$ cat config.mk
export PLATFORM = sky130hd
export DESIGN_NAME = demo_dose_sequencer
export DESIGN_NICKNAME = d
export VERILOG_FILES = /design/src/rtl/demo_dose_sequencer.sv
export SDC_FILE = /design/constraint.sdc
export NUM_CORES = 1
export LEC_CHECK = 0
export CORE_MARGIN = 2
export CORE_UTILIZATION = 49
export CTS_CLUSTER_DIAMETER = 120
export DETAILED_ROUTE_END_ITERATION = 8
export HOLD_SLACK_MARGIN = 0.1
export PLACE_DENSITY = 0.77
export SYNTH_ARGS = -nofsm -noshare
export SYNTH_HDL_FRONTEND = slang
export SYNTH_SLANG_ARGS = --single-unit
$ cat constraint.sdc
create_clock -name clk -period 2.2 [get_ports clk]
set_input_delay 0.66 -clock clk [delete_from_list [all_inputs] [get_ports clk]]
set_output_delay 0.66 -clock clk [all_outputs]
set_load 0.01 [all_outputs]
$ cat src/rtl/demo_dose_sequencer.sv
// demo_dose_sequencer: timed dosing controller for the three-inlet mixing chip.
// It runs PRIME (soln3 only), a settle gap, MIX (all inlets), a settle gap, and
// then COLLECT (all inlets plus the outlet valve).
// Ports:
//   clk, rst_n        clock and asynchronous active-low reset
//   start, abort      run request (used only in IDLE) and immediate stop (any state)
//   t_prime/t_mix/t_collect  phase durations in cycles, latched on start
//   pump_en[2:0]      inlet pumps: [0]=soln1, [1]=soln2, [2]=soln3
//   collect_en        outlet collection valve
//   busy, done, aborted  run status; done and aborted are one-cycle pulses
//   phase[2:0]        current state code, for debug
module demo_dose_sequencer #(
  parameter int unsigned CNT_W  = 16,
  parameter int unsigned SETTLE = 4
) (
  input  logic             clk,
  input  logic             rst_n,
  input  logic             start,
  input  logic             abort,
  input  logic [CNT_W-1:0] t_prime,
  input  logic [CNT_W-1:0] t_mix,
  input  logic [CNT_W-1:0] t_collect,
  output logic [2:0]       pump_en,
  output logic             collect_en,
  output logic             busy,
  output logic             done,
  output logic             aborted,
  output logic [2:0]       phase
);

  typedef enum logic [2:0] {
    StIdle    = 3'd0,
    StPrime   = 3'd1,
    StGapA    = 3'd2,
    StMix     = 3'd3,
    StGapB    = 3'd4,
    StCollect = 3'd5
  } state_e;

  localparam logic [CNT_W-1:0] SettleM1 = CNT_W'(SETTLE - 1);

  state_e           state_q, state_d;
  logic [CNT_W-1:0] cnt_q, cnt_d;
  logic [CNT_W-1:0] mix_q, mix_d;
  logic [CNT_W-1:0] col_q, col_d;
  logic [2:0]       pump_d;
  logic             col_en_d, busy_d, done_d, aborted_d;

  // Next state. The counter holds the cycles remaining in the current state
  // minus one; a state exits on the cycle it reads 0. Zero-length timed
  // states are skipped by choosing the following state directly.
  always_comb begin
    state_d   = state_q;
    cnt_d     = cnt_q;
    mix_d     = mix_q;
    col_d     = col_q;
    done_d    = 1'b0;
    aborted_d = 1'b0;
    if (state_q == StIdle) begin
      if (start && !abort) begin
        mix_d = t_mix;
        col_d = t_collect;
        if (t_prime != '0) begin
          state_d = StPrime;
          cnt_d   = t_prime - 1'b1;
        end else begin
          state_d = StGapA;
          cnt_d   = SettleM1;
        end
      end
    end else if (abort) begin
      state_d   = StIdle;
      cnt_d     = '0;
      aborted_d = 1'b1;
    end else if (cnt_q != '0) begin
      cnt_d = cnt_q - 1'b1;
    end else begin
      case (state_q)
        StPrime: begin
          state_d = StGapA;
          cnt_d   = SettleM1;
        end
        StGapA: begin
          if (mix_q != '0) begin
            state_d = StMix;
            cnt_d   = mix_q - 1'b1;
          end else begin
            state_d = StGapB;
            cnt_d   = SettleM1;
          end
        end
        StMix: begin
          state_d = StGapB;
          cnt_d   = SettleM1;
        end
        StGapB: begin
          if (col_q != '0) begin
            state_d = StCollect;
            cnt_d   = col_q - 1'b1;
          end else begin
            state_d = StIdle;
            cnt_d   = '0;
            done_d  = 1'b1;
          end
        end
        default: begin
          state_d = StIdle;
          cnt_d   = '0;
          done_d  = (state_q == StCollect);
        end
      endcase
    end
  end

  // Output decode from the next state so every output is a flop.
  always_comb begin
    pump_d   = 3'b000;
    col_en_d = 1'b0;
    busy_d   = (state_d != StIdle);
    case (state_d)
      StPrime:   pump_d = 3'b100;
      StMix:     pump_d = 3'b111;
      StCollect: begin
        pump_d   = 3'b111;
        col_en_d = 1'b1;
      end
      default:   pump_d = 3'b000;
    endcase
  end

  always_ff @(posedge clk or negedge rst_n) begin
    if (!rst_n) begin
      state_q    <= StIdle;
      cnt_q      <= '0;
      mix_q      <= '0;
      col_q      <= '0;
      pump_en    <= 3'b000;
      collect_en <= 1'b0;
      busy       <= 1'b0;
      done       <= 1'b0;
      aborted    <= 1'b0;
    end else begin
      state_q    <= state_d;
      cnt_q      <= cnt_d;
      mix_q      <= mix_d;
      col_q      <= col_d;
      pump_en    <= pump_d;
      collect_en <= col_en_d;
      busy       <= busy_d;
      done       <= done_d;
      aborted    <= aborted_d;
    end
  end

  assign phase = state_q;

endmodule

==> results of run 1 <==
state kept, by name, summed over array words and instances, names as in the netlist:
name        cells
cnt_q          16
col_q          16
mix_q          16
phase           3
pump_en         2
aborted         1
busy            1
collect_en      1
done            1
path summary, 6_finish.rpt:
kind	start	to	slack, ns	depth (start not counted)
max in group asynchronous	rst_n	cnt_q[10]$_DFFE_PN0P_	1.36	2
hold / removal	rst_n	aborted$_DFF_PN0_	0.26	1
setup reg to reg	cnt_q[0]$_DFFE_PN0P_	pump_en[1]$_DFF_PN0_	0.05	10
setup / recovery	t_prime[10]	pump_en[1]$_DFF_PN0_	-0.02	7
hold reg to reg	mix_q[15]$_DFFE_PN0P_	mix_q[15]$_DFFE_PN0P_	0.53	2
min in group clk	mix_q[15]$_DFFE_PN0P_	mix_q[15]$_DFFE_PN0P_	0.53	2
layout make-up:
| type | instances | area, um^2 | share of cell area, % |
|---|---|---|---|
| sequential | 57 | 1430 | 25.1 |
| clock inverter | 3 | 65.1 | 1.15 |
| multi-input combinational | 383 | 2420 | 42.7 |
| tap | 102 | 128 | 2.25 |
| clock buffer | 13 | 139 | 2.45 |
| inverter | 12 | 45.0 | 0.794 |
| timing repair buffer | 169 | 1450 | 25.5 |
per-layer routing:
metal,part of all wire (%),wire length (um)
met5,0,0
met4,3.0,369
met3,5.2,633
met2,48,5890
met1,43,5270
logic make-up after synthesis:
family                   after synthesis
AND/OR/NAND/NOR                      248
AO/OA/AOI/OAI                         93
flip-flops                            57
XOR/XNOR                              33
buffers and inverters                 27
adder cells (fa/ha/maj)                5
multiplexers                           4
cell usage in the layout (no fill, tap or decap), types with 7 or more instances in the layout:
cell and n:
sky130_fd_sc_hd__clkdlybuf4s50_1 48, sky130_fd_sc_hd__xnor2_1 13, sky130_fd_sc_hd__clkbuf_8 9, sky130_fd_sc_hd__nand4_1 7, sky130_fd_sc_hd__nand3_1 10, sky130_fd_sc_hd__xor2_1 18
sky130_fd_sc_hd__nand2_1 117, sky130_fd_sc_hd__nor3_1 12, sky130_fd_sc_hd__buf_4 105, sky130_fd_sc_hd__nor2_1 40, sky130_fd_sc_hd__o21ai_0 23, sky130_fd_sc_hd__a21oi_1 21
sky130_fd_sc_hd__dfrtp_1 57, sky130_fd_sc_hd__inv_1 11
what timing repair did:
item / in CTS / in global routing
buffers inserted: 3 / 7
setup endpoints to repair: 21 / 19
pin swaps: 7 / 12
resized for setup: 26 / 28
power groups by stage:
stage          Clock, mW  Sequential (mW)  Combinational, mW
2_1_floorplan          0             1.69               1.16
5_1_grt             1.13             1.72               2.67
3_3_place_gp           0             1.66               2.26
3_5_place_dp           0             1.68               2.31
4_1_cts             1.08             1.67               2.33
6_report            1.07             1.69               2.45
==> key figures, run 1 <==
Outcome
  • Status: finished, violations left
  • Failing checks: negative setup slack

Critical path
  • Type of the setup path with the least slack: in2reg
  • CP max-delay cell: sky130_fd_sc_hd__or4_4
  • Critical Path Most Common Cell: sky130_fd_sc_hd__or4_4
  • Cells along the critical path: buf_6 > or3_4 > or4_4 > or4_4 > o31ai_4 > nor3b_4 > nor3_2
  • Worst path required time: 2.43 ns
  • Family of cells with the greatest summed delay on the critical path: simple AND/OR/NAND/NOR gates
  • Buf+Inv Stages, Crit Path: 1
  • Kind of end point of the critical path: flop
  • Critical path peak fanout: 3
  • Startpoint type of the worst setup path: primary input
  • Delay of the slowest cell on the worst path: 0.47 ns
  • Endpoint arrival time on the critical path: 2.45 ns

Global route
  • Routing usage on met1: 37.6%
  • Gr ovfl total: 0
  • Highest-utilization routing layer at the global route stage: met2
  • M3 GR Usage: 5.86%
  • Met2 global-route usage: 48.7%
  • Vias in the first global route: 4153
  • Maximum number of pins on one net before global-route repair: 40
  • Global-route wire length before repair: 19600 um
  • All-Layer GR Usage: 29.5%
  • Number of antenna violations at the first check in global routing: 0

Timing
  • Endpoints failing setup: 3
  • Final worst path period need: 2.22 ns
  • Slew at the pin closest to its max-slew limit: 0.468 ns
  • Max_slew headroom: 68.8%
  • F_max: 451 MHz
  • Final total negative setup slack: -0.0202 ns
  • Hold Fails Final Rpt: 0
  • Final hold slack: 0.260 ns
  • Final-report max-slew violation count: 0
  • Crit share post-route: 101%
  • Unrepaired setup endpoints after global routing: true
  • Min setup slack post-route: -0.0156 ns
  • Final Skew: 0.0113 ns

Placement
  • Placed standard-cell area: 0.00524 mm^2
  • HPWL after detailed placement: 9060 um
  • Final RePlAce weighted congestion: 0.937
  • Placed cell count: 714
  • Placement Setup Slack: -0.726 ns
  • Count of buffers from port buffering: 61

Floorplan
  • Number of rows in the core area: 32
  • Vert. Die Dim: 92.3 um
  • Die area: 0.00853 mm^2
  • Initial standard-cell utilization of the core: 50.0%
  • Die span in x: 92.3 um
  • Placeable core area: 0.00765 mm^2
  • Boundary Pins: 62

Clocking
  • Clock slew seen by the registers of the worst setup and hold paths: 0.07 ns
  • Cell at the root of the clock tree: sky130_fd_sc_hd__clkbuf_8
  • H-tree depth reported by CTS: 3
  • Number of buffers created by CTS: 9
  • Max Buffers Root-to-Sink: 2
  • TritonCTS clock tree: yes
  • CTS sink cnt: 57
  • Clock network latency to the later pin of the worst-skew pair: 0.35 ns
  • Quantity of hold-fixing buffers added after cts: 0

Yosys
  • Most frequently used flop master after synthesis: sky130_fd_sc_hd__dfrtp_1
  • Area share of the largest cell type after synthesis: 37.3%
  • Most area-consuming cells after synthesis: sky130_fd_sc_hd__dfrtp_1, sky130_fd_sc_hd__nand2_1, sky130_fd_sc_hd__xor2_1
  • Largest area contributor in the netlist: sky130_fd_sc_hd__dfrtp_1
  • Most used standard cells in the synthesized netlist: sky130_fd_sc_hd__nand2_1, sky130_fd_sc_hd__dfrtp_1, sky130_fd_sc_hd__nor2_1, sky130_fd_sc_hd__o21ai_0, sky130_fd_sc_hd__a21oi_1
  • Area share of and/or/nand/nor cells after synthesis: 32.7%
  • Avg Inst Size Synth: 8.19 um^2
  • Number of library cell types mapped by synthesis: 65
  • Mapped Cells: 467
  • Netlist area before placement: 0.00382 mm^2
  • Syn nets: 524
  • Adder and majority cell fraction of the synthesized area: 1.64%
  • Yosys reg bits: 57
  • Number of synthesized flops with an enable pin: 0
  • Fraction of synthesis flops using an asynchronous set or reset pin: 100%
  • XOR/XNOR share of the synthesized area: 7.56%
  • Share of the synthesized area in compound gates (AO/OA/AOI/OAI): 16.1%
  • Largest family of logic cells by synthesized area: simple AND/OR/NAND/NOR gates
  • Sequential element share of the synthesized area: 37.3%
  • Most common cell in the netlist: sky130_fd_sc_hd__nand2_1
  • YS warnings: 0
  • Mux contribution to synthesized area: 1.08%

Routing
  • Total vias in the final route: 4081
  • Total wire length after detailed routing: 12200 um
  • Drc violations: 0
  • Average wire length per cell after detail routing: 16.5 um
  • Final antenna-violating net count: 0
  • Count of routing violations after the opening detailed-route iteration: 236
  • Number of vias per cell after detailed routing: 5.52
  • Pre-Repair DR Iteration Count: 5

Pwr
  • Power after layout: 5.21 mW
  • Sequential cell fraction of total power: 32.4%
  • Power share of the clock group: 20.6%
  • Power share of the combinational group: 47.0%
  • Leakage component of the power: 2.53 nW
  • Internal Power: 3.18 mW
  • Sw frac: 38.9%
  • Power density over cell area: 918 mW/mm^2
  • IR drop worst, VDD: 0.525 mV
  • Switch Pwr: 2.03 mW

Layout
  • Core occupancy in the finished layout: 74.2%
  • Area growth, synth to finish: 48.4%
  • Proportion of layout cells with a drive suffix above 1: 27.2%
  • Number of antenna diodes: 0
  • Area of all placed cells without fillers: 0.00567 mm^2
  • Fill cells: 588
  • Post-route non-filler standard cell count: 739
  • Number of nets at the end of the flow: 689

Run
  • Number of maximum-capacitance violations: 0

Hold path
  • Worst min path class: in2async
Power figures use the tool's default switching activity.
==> inputs of run 2 (changes only) <==
--- a/config.mk
+++ b/config.mk
@@ -10,7 +10,7 @@
 export CTS_CLUSTER_DIAMETER = 120
 export DETAILED_ROUTE_END_ITERATION = 8
 export HOLD_SLACK_MARGIN = 0.1
-export PLACE_DENSITY = 0.77
+export PLACE_DENSITY = 0.8
 export SYNTH_ARGS = -nofsm -noshare
 export SYNTH_HDL_FRONTEND = slang
 export SYNTH_SLANG_ARGS = --single-unit
==> key figures, run 2 (synthesized netlist as in run 1, its figures left out) <==
Critical path
  • Type of the setup path with the least slack: in2reg
  • Startpoint type of the worst setup path: primary input
  • Internal reg-to-reg setup slack: 0 ns (-0.05 ns)
  • Kind of end point of the critical path: flop
  • Critical path peak fanout: 4 (+1)
  • Endpoint of the worst-slack reg-to-reg timing path: pump_en[1]$_DFF_PN0_
  • Worst setup path end: pump_en[2]$_DFF_PN0_
  • Critical register-to-register path startpoint: cnt_q[0]$_DFFE_PN0P_
  • Number of cells on the worst reg-to-reg path: 10 (unchanged)
  • First element of the critical path: t_prime[9]
  • Worst path required time: 2.43 ns (about the same)
  • Endpoint arrival time on the critical path: 2.50 ns (+0.05 ns)

Layout
  • Number of nets at the end of the flow: 693 (+0.58%)
  • Footprint of the multi-input gates: 0.00246 mm^2 (+1.3%)
  • Area growth, synth to finish: 49.7%
  • Number of antenna diodes: 0 (unchanged)
  • Area taken by flip-flops and latches: 0.00143 mm^2 (unchanged)
  • Post-route non-filler standard cell count: 742 (+0.41%)
  • Fill cells: 578 (-1.7%)
  • Commonest cells after routing, fill and taps aside: sky130_fd_sc_hd__nand2_1, sky130_fd_sc_hd__buf_4, sky130_fd_sc_hd__dfrtp_1
  • Most common cell after layout, fill and taps aside: sky130_fd_sc_hd__nand2_1
  • Leading registers by flop count: cnt_q (16), col_q (16), mix_q (16)
  • Proportion of layout cells with a drive suffix above 1: 28.6% (+1.4 points)

Placement
  • Final RePlAce weighted congestion: 0.910 (-2.9%)
  • HPWL after detailed placement: 9210 um (+1.7%)
  • Placed cell count: 715 (+0.14%)
  • Count of buffers from port buffering: 61 (unchanged)
  • Placement Setup Slack: -0.796 ns (-0.0700 ns)

Global route
  • Highest-utilization routing layer at the global route stage: met2
  • Maximum number of pins on one net before global-route repair: 38 (-5.0%)
  • Global-route wire length before repair: 19300 um (-1.8%)
  • Number of antenna violations at the first check in global routing: 0 (unchanged)
  • M3 GR Usage: 4.31% (-1.5 points)
  • Gr ovfl total: 0 (unchanged)
  • Vias in the first global route: 3991 (-3.9%)
  • Routing usage on met1: 37.0% (-0.64 points)
  • All-Layer GR Usage: 28.9% (-0.61 points)
  • Met2 global-route usage: 49.6% (+0.91 points)

Routing
  • Number of vias per cell after detailed routing: 5.58 (+1.1%)
  • Final antenna-violating net count: 0 (unchanged)
  • Total vias in the final route: 4142 (+1.5%)
  • Count of routing violations after the opening detailed-route iteration: 252 (+6.8%)
  • Average wire length per cell after detail routing: 16.6 um (+0.61%)
  • Total wire length after detailed routing: 12300 um (+1.0%)
  • Pre-Repair DR Iteration Count: 5 (unchanged)
  • Drc violations: 0 (unchanged)

Floorplan
  • Number of rows in the core area: 32 (unchanged)
  • Placeable core area: 0.00765 mm^2 (unchanged)
  • Initial standard-cell utilization of the core: 50.0% (unchanged)
  • Boundary Pins: 62 (unchanged)
  • Die area: 0.00853 mm^2 (unchanged)
  • Die span in x: 92.3 um (unchanged)
  • Vert. Die Dim: 92.3 um (unchanged)

Timing
  • F_max: 440 MHz (-2.6%)
  • Final hold slack: 0.319 ns (+0.0590 ns)
  • Final-report max-slew violation count: 0 (unchanged)
  • Hold Fails Final Rpt: 0 (unchanged)
  • Final Skew: 0.0122 ns (+0.000867 ns)
  • Endpoints failing setup: 5 (+2)
  • Unrepaired setup endpoints after global routing: true
  • Slew at the pin closest to its max-slew limit: 0.408 ns (-0.0602 ns)
  • Min setup slack post-route: -0.0742 ns (-0.0586 ns)
  • Max_slew headroom: 72.8% (+4.0 points)
  • Final worst path period need: 2.27 ns (+0.0586 ns)
  • Final total negative setup slack: -0.201 ns (-0.180 ns)
  • Crit share post-route: 103% (+2.7 points)

Clocking
  • Clock slew seen by the registers of the worst setup and hold paths: 0.07 ns (about the same)
  • CTS sink cnt: 57 (unchanged)
  • Number of buffers created by CTS: 9 (unchanged)
  • TritonCTS clock tree: yes
  • Clock network latency to the later pin of the worst-skew pair: 0.35 ns (about the same)
  • H-tree depth reported by CTS: 3 (unchanged)
  • Max Buffers Root-to-Sink: 2 (unchanged)
  • Cell at the root of the clock tree: sky130_fd_sc_hd__clkbuf_8

Pwr
  • Power density over cell area: 922 mW/mm^2 (+0.39%)
  • Power share of the clock group: 19.1% (-1.5 points)
  • IR drop worst, VDD: 0.538 mV (+2.5%)
  • Power after layout: 5.28 mW (+1.3%)
  • Power share of the combinational group: 48.6% (+1.6 points)
  • Sw frac: 39.7% (+0.81 points)
  • Switch Pwr: 2.09 mW (+3.4%)
  • Sequential cell fraction of total power: 32.3% (about the same)
  • Internal Power: 3.18 mW (about the same)
  • Leakage component of the power: 2.56 nW (+1.3%)

Hold path
  • Worst min path class: in2async

Outcome
  • Failing checks: negative setup slack
  • Status: finished, violations left

Run
  • Number of maximum-capacitance violations: 0 (unchanged)
[run 2: changes by cell type in the layout (fill, tap and decap cells not counted), sizes merged]
cell / before / now
clkdlybuf4s50: 48 / 49
buf: 112 / 116
clkinv: 1 / 2
clkbuf: 13 / 12
bufinv: 2 / 1
dlygate4sd2: 5 / 2
dlymetal6s2s: 4 / 6
[run 2: timing repair]
action,in CTS,in global routing
gates cloned,0,1
pin swaps,6,9
setup buffers,1,11
gates resized for setup,24,36
hold buffers,0,0
endpoints found under the setup margin,21,22
[run 2: through the flow]
step                cell area (um^2)  utilization (%)
floorplan                       3830                -
global placement                5230             68.4
detailed placement              5230             68.4
CTS                             5470             71.6
global route                    5720             74.9
finish                          5720             74.9
[run 2: how the worst min path moves through the flow]
stage	startpoint	end	slack, ns	depth (start not counted)
final	rst_n	cnt_q[2]$_DFFE_PN0P_	0.32	2
after global routing	rst_n	cnt_q[9]$_DFFE_PN0P_	0.35	2
after CTS	rst_n	cnt_q[9]$_DFFE_PN0P_	0.33	2
after detailed placement	mix_q[15]$_DFFE_PN0P_	mix_q[15]$_DFFE_PN0P_	0.51	2
after global placement	mix_q[15]$_DFFE_PN0P_	mix_q[15]$_DFFE_PN0P_	0.51	2
after floorplan	rst_n	aborted$_DFF_PN0_	0.36	0
[run 2: critical path, stage by stage]
cell                      delay, ns
sky130_fd_sc_hd__buf_6         0.09
sky130_fd_sc_hd__or3_4         0.37
sky130_fd_sc_hd__or4_4         0.46
sky130_fd_sc_hd__or4_4         0.47
sky130_fd_sc_hd__o31ai_4       0.09
sky130_fd_sc_hd__nor3b_4       0.28
sky130_fd_sc_hd__nor2_1        0.07
[run 2: layout make-up]
| type | count | area share [%] |
|---|---|---|
| clock buffer | 12 | 2.71 |
| clock inverter | 3 | 0.699 |
| inverter | 12 | 0.787 |
| multi-input combinational | 383 | 42.9 |
| sequential | 57 | 24.9 |
| tap | 102 | 2.23 |
| timing repair buffer | 173 | 25.7 |
[run 2: metal layers]
| metal | up-vias | part of all wire (%) |
|---|---|---|
| met5 | - | 0 |
| met4 | 0 | 2.0 |
| met3 | 25 | 5.7 |
| met2 | 163 | 51 |
| met1 | 1959 | 41 |
| li1 | 1995 | - |
[run 2: power by group through the flow]
| stage | Clock (mW) | Combinational (mW) | Sequential, mW |
|---|---|---|---|
| global route | 1.06 | 2.80 | 1.74 |
| floorplan | 0 | 1.16 | 1.69 |
| finish | 1.01 | 2.56 | 1.70 |
| detailed placement | 0 | 2.33 | 1.68 |
| global placement | 0 | 2.28 | 1.65 |
| CTS | 1.02 | 2.35 | 1.66 |
==> inputs of run 3 (changes only) <==
--- a/config.mk
+++ b/config.mk
@@ -11,6 +11,7 @@
 export DETAILED_ROUTE_END_ITERATION = 8
 export HOLD_SLACK_MARGIN = 0.1
 export PLACE_DENSITY = 0.8
+export RECOVER_POWER = 50
 export SYNTH_ARGS = -nofsm -noshare
 export SYNTH_HDL_FRONTEND = slang
 export SYNTH_SLANG_ARGS = --single-unit
==> key figures, run 3 (synthesized netlist as in run 1, its figures left out) <==
Global route
  • All-Layer GR Usage: 28.9% (unchanged)
  • Maximum number of pins on one net before global-route repair: 38 (unchanged)
  • Vias in the first global route: 3991 (unchanged)
  • Gr ovfl total: 0 (unchanged)
  • Number of antenna violations at the first check in global routing: 0 (unchanged)
  • Global-route wire length before repair: 19300 um (unchanged)

Clocking
  • Max Buffers Root-to-Sink: 2 (unchanged)
  • Clock network latency to the later pin of the worst-skew pair: 0.35 ns (about the same)
  • Cell at the root of the clock tree: sky130_fd_sc_hd__clkbuf_8
  • Number of buffers created by CTS: 9 (unchanged)
  • CTS sink cnt: 57 (unchanged)
  • TritonCTS clock tree: yes
  • Clock slew seen by the registers of the worst setup and hold paths: 0.07 ns (about the same)
  • H-tree depth reported by CTS: 3 (unchanged)

Timing
  • Min setup slack post-route: -0.0747 ns (-0.000437 ns)
  • Final total negative setup slack: -0.194 ns (+0.00643 ns)
  • Endpoints failing setup: 4 (-1)
  • Unrepaired setup endpoints after global routing: true
  • Max_slew headroom: 4.78% (-68 points)
  • Hold Fails Final Rpt: 0 (unchanged)
  • F_max: 440 MHz (about the same)
  • Final worst path period need: 2.27 ns (+0.000437 ns)
  • Final Skew: 0.0137 ns (+0.00145 ns)
  • Crit share post-route: 103% (about the same)
  • Final hold slack: 0.515 ns (+0.196 ns)
  • Slew at the pin closest to its max-slew limit: 1.43 ns (+1.02 ns)
  • Final-report max-slew violation count: 0 (unchanged)

Floorplan
  • Boundary Pins: 62 (unchanged)
  • Initial standard-cell utilization of the core: 50.0% (unchanged)
  • Die area: 0.00853 mm^2 (unchanged)
  • Number of rows in the core area: 32 (unchanged)
  • Vert. Die Dim: 92.3 um (unchanged)
  • Die span in x: 92.3 um (unchanged)
  • Placeable core area: 0.00765 mm^2 (unchanged)

Routing
  • Average wire length per cell after detail routing: 16.6 um (about the same)
  • Pre-Repair DR Iteration Count: 7 (+2)
  • Total wire length after detailed routing: 12300 um (about the same)
  • Number of vias per cell after detailed routing: 5.55 (-0.53%)
  • Final antenna-violating net count: 0 (unchanged)
  • Count of routing violations after the opening detailed-route iteration: 236 (-6.3%)
  • Drc violations: 0 (unchanged)
  • Total vias in the final route: 4120 (-0.53%)

Critical path
  • Endpoint arrival time on the critical path: 2.50 ns (about the same)
  • Type of the setup path with the least slack: in2reg
  • Kind of end point of the critical path: flop
  • Worst path required time: 2.43 ns (about the same)
  • Startpoint type of the worst setup path: primary input
  • Critical path peak fanout: 4 (unchanged)

Layout
  • Most common cell after layout, fill and taps aside: sky130_fd_sc_hd__nand2_1
  • Fill cells: 579 (+0.17%)
  • Number of nets at the end of the flow: 693 (unchanged)
  • Commonest cells after routing, fill and taps aside: sky130_fd_sc_hd__nand2_1, sky130_fd_sc_hd__buf_4, sky130_fd_sc_hd__dfrtp_1
  • Core occupancy in the finished layout: 74.8% (-0.098 points)
  • Post-route non-filler standard cell count: 742 (unchanged)
  • Number of antenna diodes: 0 (unchanged)
  • Area of all placed cells without fillers: 0.00572 mm^2 (-0.13%)
  • Leading registers by flop count: cnt_q (16), col_q (16), mix_q (16)
  • Proportion of layout cells with a drive suffix above 1: 28.3% (-0.31 points)
  • Area growth, synth to finish: 49.5%

Pwr
  • Power after layout: 5.28 mW (about the same)
  • Power density over cell area: 923 mW/mm^2 (+0.16%)
  • IR drop worst, VDD: 0.538 mV (about the same)
  • Leakage component of the power: 2.56 nW (-0.27%)

Placement
  • Placed cell count: 715 (unchanged)
  • Placed standard-cell area: 0.00523 mm^2 (unchanged)
  • Count of buffers from port buffering: 61 (unchanged)
  • Final RePlAce weighted congestion: 0.910 (unchanged)
  • HPWL after detailed placement: 9210 um (unchanged)
  • Placement Setup Slack: -0.796 ns (unchanged)

Outcome
  • Failing checks: negative setup slack
  • Status: finished, violations left

Hold path
  • Worst min path class: in2async

Run
  • Number of maximum-capacitance violations: 0 (unchanged)
[run 3: cell count changes in the layout (fill, tap and decap cells not counted), sizes merged]
cell / previous run / this run
clkbuf: 12 / 15
buf: 116 / 113
[run 3: worst max-delay path: stages]
cell	delay, ns
sky130_fd_sc_hd__buf_6	0.09
sky130_fd_sc_hd__or3_4	0.37
sky130_fd_sc_hd__or4_4	0.46
sky130_fd_sc_hd__or4_4	0.47
sky130_fd_sc_hd__o31ai_4	0.09
sky130_fd_sc_hd__nor3b_4	0.28
sky130_fd_sc_hd__nor2_1	0.07
[run 3: layout make-up]
| cell class | count | area [um^2] | share of cell area, % |
|---|---|---|---|
| Clock buffer | 12 | 155 | 2.71 |
| Clock inverter | 3 | 40.0 | 0.700 |
| Inverter | 12 | 45.0 | 0.788 |
| Multi-Input combinational cell | 383 | 2460 | 43.0 |
| Sequential cell | 57 | 1430 | 25.0 |
| Tap cell | 102 | 128 | 2.23 |
| Timing Repair Buffer | 173 | 1470 | 25.6 |
[run 3: final timing paths]
path                                             from               endpoint  slack [ns]  cells past startpoint
worst max-delay path                       t_prime[9]   pump_en[2]$_DFF_PN0_       -0.07                      7
min in group clk                mix_q[15]$_DFFE_PN0P_  mix_q[15]$_DFFE_PN0P_        0.54                      2
worst max register to register   cnt_q[0]$_DFFE_PN0P_   pump_en[1]$_DFF_PN0_       -0.01                     10
worst min register to register  mix_q[15]$_DFFE_PN0P_  mix_q[15]$_DFFE_PN0P_        0.54                      2
worst min-delay path                            rst_n      aborted$_DFF_PN0_        0.51                      2
max in group asynchronous                       rst_n   col_q[9]$_DFFE_PN0P_        0.60                      2
[run 3: repair_timing]
action,in CTS,in global routing
setup buffers,1,11
gates cloned,0,1
hold buffers,0,0
pin swaps,6,9
gates resized for setup,24,36
setup endpoints to repair,21,22
[run 3: power by group]
group          internal, mW  leakage, nW  total (mW)  switching [mW]
logic                  1.26         1.73        2.56            1.30
registers              1.35        0.725        1.70           0.358
clock network         0.575        0.102        1.01           0.435
total                  3.18         2.56        5.28            2.10
[run 3: layer usage]
metal	GRT usage, %	wire length [um]	part of all wire (%)
met4	10.6	242	2.0
met1	37.0	5190	42
met5	0	0	0
met2	49.6	6270	51
met3	4.31	594	4.8
